### src/rtl/fetch_unit.sv
// fetch_unit: instruction-fetch stage with a direct-mapped instruction cache.
//
// Holds the fetch PC and looks it up in the cache. A hit presents `instr` and
// `ihit` to decode in the same cycle. A miss refills one line, one word per
// beat, over a req/ack handshake. Redirects from the M stage and `stall` from
// the hazard logic steer the PC.
//
// Ports:
//   clk, reset        clock; synchronous active-low reset
//   stall             hold the PC (never blocks a refill or masks ihit)
//   redirect,
//   redirect_pc       taken branch/jump target (low two bits dropped)
//   pc_f              current fetch PC
//   instr, ihit       fetched word; NOP when ihit=0
//   mem_req, mem_addr refill beat request and word address
//   mem_ack,
//   mem_rdata         beat accepted, with its data
//   hit_count,
//   miss_count        saturating statistics (ICACHE_STATS_EN only)
//
// Optional feature macro: ICACHE_STATS_EN adds the hit/miss counters.

module fetch_unit #(
    parameter int          LINES      = 16,
    parameter int          LINE_WORDS = 4,
    parameter logic [31:0] RESET_PC   = 32'h0000_1000
) (
    input  logic        clk,
    input  logic        reset,
    input  logic        stall,
    input  logic        redirect,
    input  logic [31:0] redirect_pc,
    output logic [31:0] pc_f,
    output logic [31:0] instr,
    output logic        ihit,
    output logic        mem_req,
    output logic [31:0] mem_addr,
    input  logic        mem_ack,
    input  logic [31:0] mem_rdata
`ifdef ICACHE_STATS_EN
    ,
    output logic [31:0] hit_count,
    output logic [31:0] miss_count
`endif
);

    localparam int OFF_W = $clog2(LINE_WORDS);
    localparam int IDX_W = $clog2(LINES);
    localparam int TAG_W = 32 - OFF_W - IDX_W - 2;
    localparam logic [31:0]      NOP       = 32'h0000_0013;
    localparam logic [OFF_W-1:0] LAST_BEAT = OFF_W'(LINE_WORDS - 1);

    typedef enum logic {
        IDLE,
        REFILL
    } state_t;

    state_t             state_q, state_d;
    logic [31:0]        pc_q, pc_d;
    logic [31:0]        miss_addr_q, miss_addr_d;
    logic [OFF_W-1:0]   beat_q, beat_d;
    logic [LINES-1:0]   valid_q, valid_d;

    // Tag/data arrays and the refill line buffer carry no reset.
    logic [TAG_W-1:0]   tag_q  [LINES];
    logic [31:0]        data_q [LINES][LINE_WORDS];
    logic [31:0]        buf_q  [LINE_WORDS];

    logic               beat_we;
    logic               line_we;

    logic [OFF_W-1:0]   pc_off;
    logic [IDX_W-1:0]   pc_idx;
    logic [TAG_W-1:0]   pc_tag;
    logic [IDX_W-1:0]   miss_idx;
    logic [TAG_W-1:0]   miss_tag;
    logic               lookup_hit;

    assign pc_off   = pc_q[OFF_W+1:2];
    assign pc_idx   = pc_q[OFF_W+IDX_W+1:OFF_W+2];
    assign pc_tag   = pc_q[31:OFF_W+IDX_W+2];
    assign miss_idx = miss_addr_q[OFF_W+IDX_W+1:OFF_W+2];
    assign miss_tag = miss_addr_q[31:OFF_W+IDX_W+2];

    assign lookup_hit = valid_q[pc_idx] && (tag_q[pc_idx] == pc_tag);
    assign pc_f       = pc_q;

    always_comb begin
        state_d     = state_q;
        pc_d        = pc_q;
        miss_addr_d = miss_addr_q;
        beat_d      = beat_q;
        valid_d     = valid_q;
        ihit        = 1'b0;
        mem_req     = 1'b0;
        mem_addr    = 32'h0;
        beat_we     = 1'b0;
        line_we     = 1'b0;

        case (state_q)
            IDLE: begin
                ihit = lookup_hit;
                // A redirect in the miss cycle restarts lookup at the target
                // instead of fetching a line nobody wants.
                if (!lookup_hit && !redirect) begin
                    state_d     = REFILL;
                    miss_addr_d = {pc_q[31:OFF_W+2], {(OFF_W+2){1'b0}}};
                    beat_d      = '0;
                end
            end
            REFILL: begin
                mem_req  = 1'b1;
                mem_addr = miss_addr_q + 32'({beat_q, 2'b00});
                if (mem_ack) begin
                    beat_we = 1'b1;
                    beat_d  = beat_q + OFF_W'(1);
                    if (beat_q == LAST_BEAT) begin
                        line_we           = 1'b1;
                        valid_d[miss_idx] = 1'b1;
                        state_d           = IDLE;
                    end
                end
            end
            default: state_d = IDLE;
        endcase

        // Redirects never abort a refill; the target is looked up once the
        // refill returns to IDLE.
        if (redirect)
            pc_d = redirect_pc & ~32'h3;
        else if (ihit && !stall)
            pc_d = pc_q + 32'd4;
    end

    assign instr = ihit ? data_q[pc_idx][pc_off] : NOP;

    always_ff @(posedge clk) begin
        if (!reset) begin
            state_q     <= IDLE;
            pc_q        <= RESET_PC;
            miss_addr_q <= 32'h0;
            beat_q      <= '0;
            valid_q     <= '0;
        end else begin
            state_q     <= state_d;
            pc_q        <= pc_d;
            miss_addr_q <= miss_addr_d;
            beat_q      <= beat_d;
            valid_q     <= valid_d;
        end
    end

    // The last beat goes straight from mem_rdata into the array so the line
    // is usable the cycle after the final ack.
    always_ff @(posedge clk) begin
        if (reset && beat_we)
            buf_q[beat_q] <= mem_rdata;
        if (reset && line_we) begin
            tag_q[miss_idx] <= miss_tag;
            for (int w = 0; w < LINE_WORDS; w++)
                data_q[miss_idx][w] <= (w == LINE_WORDS - 1) ? mem_rdata : buf_q[w];
        end
    end

`ifdef ICACHE_STATS_EN
    logic [31:0] hit_cnt_q, hit_cnt_d;
    logic [31:0] miss_cnt_q, miss_cnt_d;

    always_comb begin
        hit_cnt_d  = hit_cnt_q;
        miss_cnt_d = miss_cnt_q;
        if (state_q == IDLE && ihit && !stall && hit_cnt_q != 32'hFFFF_FFFF)
            hit_cnt_d = hit_cnt_q + 32'd1;
        if (state_q == IDLE && state_d == REFILL && miss_cnt_q != 32'hFFFF_FFFF)
            miss_cnt_d = miss_cnt_q + 32'd1;
    end

    always_ff @(posedge clk) begin
        if (!reset) begin
            hit_cnt_q  <= 32'h0;
            miss_cnt_q <= 32'h0;
        end else begin
            hit_cnt_q  <= hit_cnt_d;
            miss_cnt_q <= miss_cnt_d;
        end
    end

    assign hit_count  = hit_cnt_q;
    assign miss_count = miss_cnt_q;
`else
    // Statistics counters are not built in this configuration.
`endif

endmodule

### config.mk
export PLATFORM = sky130hd
export DESIGN_NAME = fetch_unit
export DESIGN_NICKNAME = d
export VERILOG_FILES = /design/src/rtl/fetch_unit.sv
export SDC_FILE = /design/constraint.sdc
export NUM_CORES = 2
export LEC_CHECK = 0
export CORE_MARGIN = 2
export CORE_UTILIZATION = 65
export CTS_BUF_LIST = sky130_fd_sc_hd__clkbuf_2
export DETAILED_ROUTE_END_ITERATION = 8
export MAX_ROUTING_LAYER = met4
export PLACE_DENSITY_LB_ADDON = 0.15
export SETUP_SLACK_MARGIN = 0.02
export SKIP_CTS_REPAIR_TIMING = 1
export SYNTH_ARGS = -nofsm -noshare
export SYNTH_HDL_FRONTEND = slang
export SYNTH_SLANG_ARGS = --single-unit
### constraint.sdc
create_clock -name clk -period 20.6 [get_ports clk]
set_input_delay 4.12 -clock clk [delete_from_list [all_inputs] [get_ports clk]]
set_output_delay 4.12 -clock clk [all_outputs]
set_load 0.02 [all_outputs]
==> impl_results.md <==
* Met1 usage at 0.4324
* Synth Register Bits at between 2,000 and 3,000
* Max Cap Violations at 0
* Min Tclk post-route at around 12,000 ps
* DR iter-0 viols at 5,695
* WP buf/inv at 2
* Final slew viol count at 0
* Setup violators final at 0
* CP Class: reg -> out
* CTS tree: yes
* Cell Chain, Critical Path: buf_4 -> nor2b_1 -> a22oi_1 -> a21oi_1 -> o31a_1 -> nand4_1 -> or4_1 -> nor4b_4 -> nand2b_4 -> nor2b_1 -> clkdlybuf4s50_1
* Crit path max-delay family: simple AND/OR/NAND/NOR gates
* Dpl hpwl at 103,000 um
* H-tree levels at 6
* Min-Delay Path Class: reg -> reg
* Maximum fanout along the worst path at 52
* Row count at about 140
* CP most frequent cell: nor2b_1
* Least-Margin Pin Slew at 1194 ps
* Part of the power in registers at 0.606
* Most used routing layer: met2
* Final hold viol count at 0
* Io pins at around 170
* CP max-delay cell: or4_1
* Total clock sinks at between 2,000 and 3,000
* CP Capture Type: primary output
* Sw power at between 2000 and 2500 uW
* Number of global-route vias before repair at approximately 49,000
* Peak supply drop at 0.05570 mV
* Vias after detailed routing at a little under 50,000
* Initial Util at 0.6522
* CP startpoint kind: register
* Die Height at approximately 400 um
* Post-Synthesis Cells at around 4,300
* RSZ-0062 raised after global routing: false
* PD cells at ~88 mW/mm2
* Yosys cell types at 84
* Pin count of the biggest net entering global routing at between 100 and 150
* Outcome: completed
* FILL cells at a little over 9,000
* Static Leakage at ~0.035 uW
* Fraction of layout cells with a size suffix above 1 at 0.3394
* Number of buffers created by CTS at between 600 and 700
* Fin crit share at 0.5850
* Clk slew on worst S/H paths at ~90 ps
* Worst path arrival time at roughly 7900 ps
* Worst rel slew slack at 0.2038
* Final ANT Viol Nets at 0
* Pre-antenna DRT Iters at 8
* Seq/Total Area, Yosys at 0.7745
* Internal at approximately 7300 uW
* Worst Path Required at 16,480 ps
* GRT Overall Usage at 0.2958
* Insertion delay to the later sink of the worst-skew pair at 1800 ps
* Die width at 396.5 um
* Clock Skew at 138.7 ps
* Syn avg cell area at around 23 um2
* Fmax at 0.08298 GHz
* Grt met2 use at 0.4428
* Core area at approximately 0.15 mm2
* Drt drc at 0
* Initial antenna violation count at 15
* Syn-to-layout area delta at 9.244%
* Clock share of power at 0.327
* Cell area after synthesis at approximately 0.1 mm2
* GR Overflow Total at 0
* Post-synth EDFFs at ~2,500
* Die area at around 0.16 mm2
* Tot Pwr at ~9600 uW
* Per-cell routed wire length at between 20 and 30 um
* IO Port Bufs at 160
* Root buffer cell: clkbuf_2
* CP peak stage delay at ~920 ps
* Met3 Usage GRT at 0.05339
* RD Place Congestion at between 0.8 and 0.9
* Global-route wire length before repair at between 300,000 and 400,000 um
* Via/cell ratio at ~6.6
* Total length of routed wires at approximately 220,000 um
* Bufs on Longest Clock Path at 4
* Net Sw Frac at 0.2369
* Predominant post-synthesis flop cell: edfxtp_1
* Fin Setup TNS at 0 ps
* Fin nets at 4,980
* Warnings from Yosys at 0
* Comb pwr share at 0.067
* Synth async-reset ratio at 0
==> cell type report <==
type	count	area (um2)	area share
timing repair buffer	238	2397	0.02192
multi-input combinational	1398	21540	0.1970
tap	2044	2557	0.02338
clock inverter	146	718.2	0.006567
inverter	24	97.59	0.0008923
sequential	2609	77550	0.7091
clock buffer	895	4479	0.04096
antenna	8	20.02	0.0001830
==> synth_stat cells (all sizes together) (9+ instances only) <==
cell    instances  area, um2
nand2          91      344.1
buf           110      581.8
clkbuf        134      504.2
nand4           9      62.56
dfxtp          81       1622
nor4           13      127.6
mux2i         102       1021
a21oi          18      90.09
a22oi          23      172.7
a31oi          10      62.56
and2           40      250.2
nand2b         11      68.82
and3           13      81.33
a211oi         13      97.59
nor2b          39      244.0
nand3          29      150.1
nor2           39      146.4
mux4          753      16960
edfxtp       2528      75910
nor3           23      131.4
a21o           17      127.6
xnor2          22      192.7
inv            22      82.58
o21ai          26      130.1
==> layout by cell type (no fill, tap or decap), types with 12 or more instances in the layout <==
cell,instances
and3_1,13
o21ai_0,25
nor3_1,16
and2_1,37
edfxtp_1,2528
a211oi_1,13
mux4_2,753
nand3_1,28
buf_4,62
buf_12,17
a22oi_1,23
inv_2,15
nand2_1,90
clkdlybuf4s50_1,159
dfxtp_1,75
nor2_4,12
clkinv_1,119
mux2i_1,102
xnor2_1,22
nor2_1,27
a21oi_1,18
a21o_1,17
clkbuf_2,895
inv_1,21
nor2b_1,39
==> sequential cells by signal (all words and copies together) (netlist names), named ones only <==
signal,cells
buf_q,96
miss_addr_q,28
valid_q,16
beat_q,2
tag_q,384
data_q,2048
pc_f,30
state_q,1
==> per-stage QoR <==
step	hold slack (ps)	setup WS, ps	instances	area [um2]	utilization
after floorplan	421.0	4459	4275	100100	-
after global placement	427.8	10270	6313	104200	0.6785
after detailed placement	436.7	10230	6313	104200	0.6785
after CTS	456.9	8235	7354	109300	0.7123
after global routing	476.2	7866	7362	109400	0.7125
final	457.4	8549	7362	109400	0.7125
==> kinds of logic after synthesis <==
family / share of synthesized area
flip-flops: 0.7745
other: 0.00003746
AND/OR/NAND/NOR: 0.01875
buffers and inverters: 0.01175
XOR/XNOR: 0.002275
multiplexers: 0.1800
AO/OA/AOI/OAI: 0.01205
adder cells (fa/ha/maj): 0.0006249
==> power by group through the flow <==
stage / clock network [uW] / registers (uW) / logic (uW)
after global placement: 0 / 5940 / 645
after CTS: 3220 / 5820 / 651
after global routing: 3480 / 5820 / 682
final: 3140 / 5820 / 643
after detailed placement: 0 / 5940 / 649
after floorplan: 0 / 5910 / 478
==> layer usage <==
layer,wire [um],vias to the layer above
met3,20960,345
met2,107400,2698
met1,88410,25430
met4,3972,0
li1,-,19890
met5,0,-
==> worst register-to-register path: cells and delay by family, from the launching register on <==
family / cells / cell delay [ps]
AO/OA/AOI/OAI: 3 / 810
AND/OR/NAND/NOR: 6 / 3460
flip-flops: 1 / 990
buffers and inverters: 1 / 910
==> worst paths after layout <==
check	slack, ps	cells past startpoint	from	endpoint
min reg2reg	460	1	valid_q[7]	valid_q[7]
min	460	1	valid_q[7]	valid_q[7]
max reg2reg	14390	10	register	pc_f[29]
max	8550	11	register	instr[13]
Power figures use the tool's default switching activity.
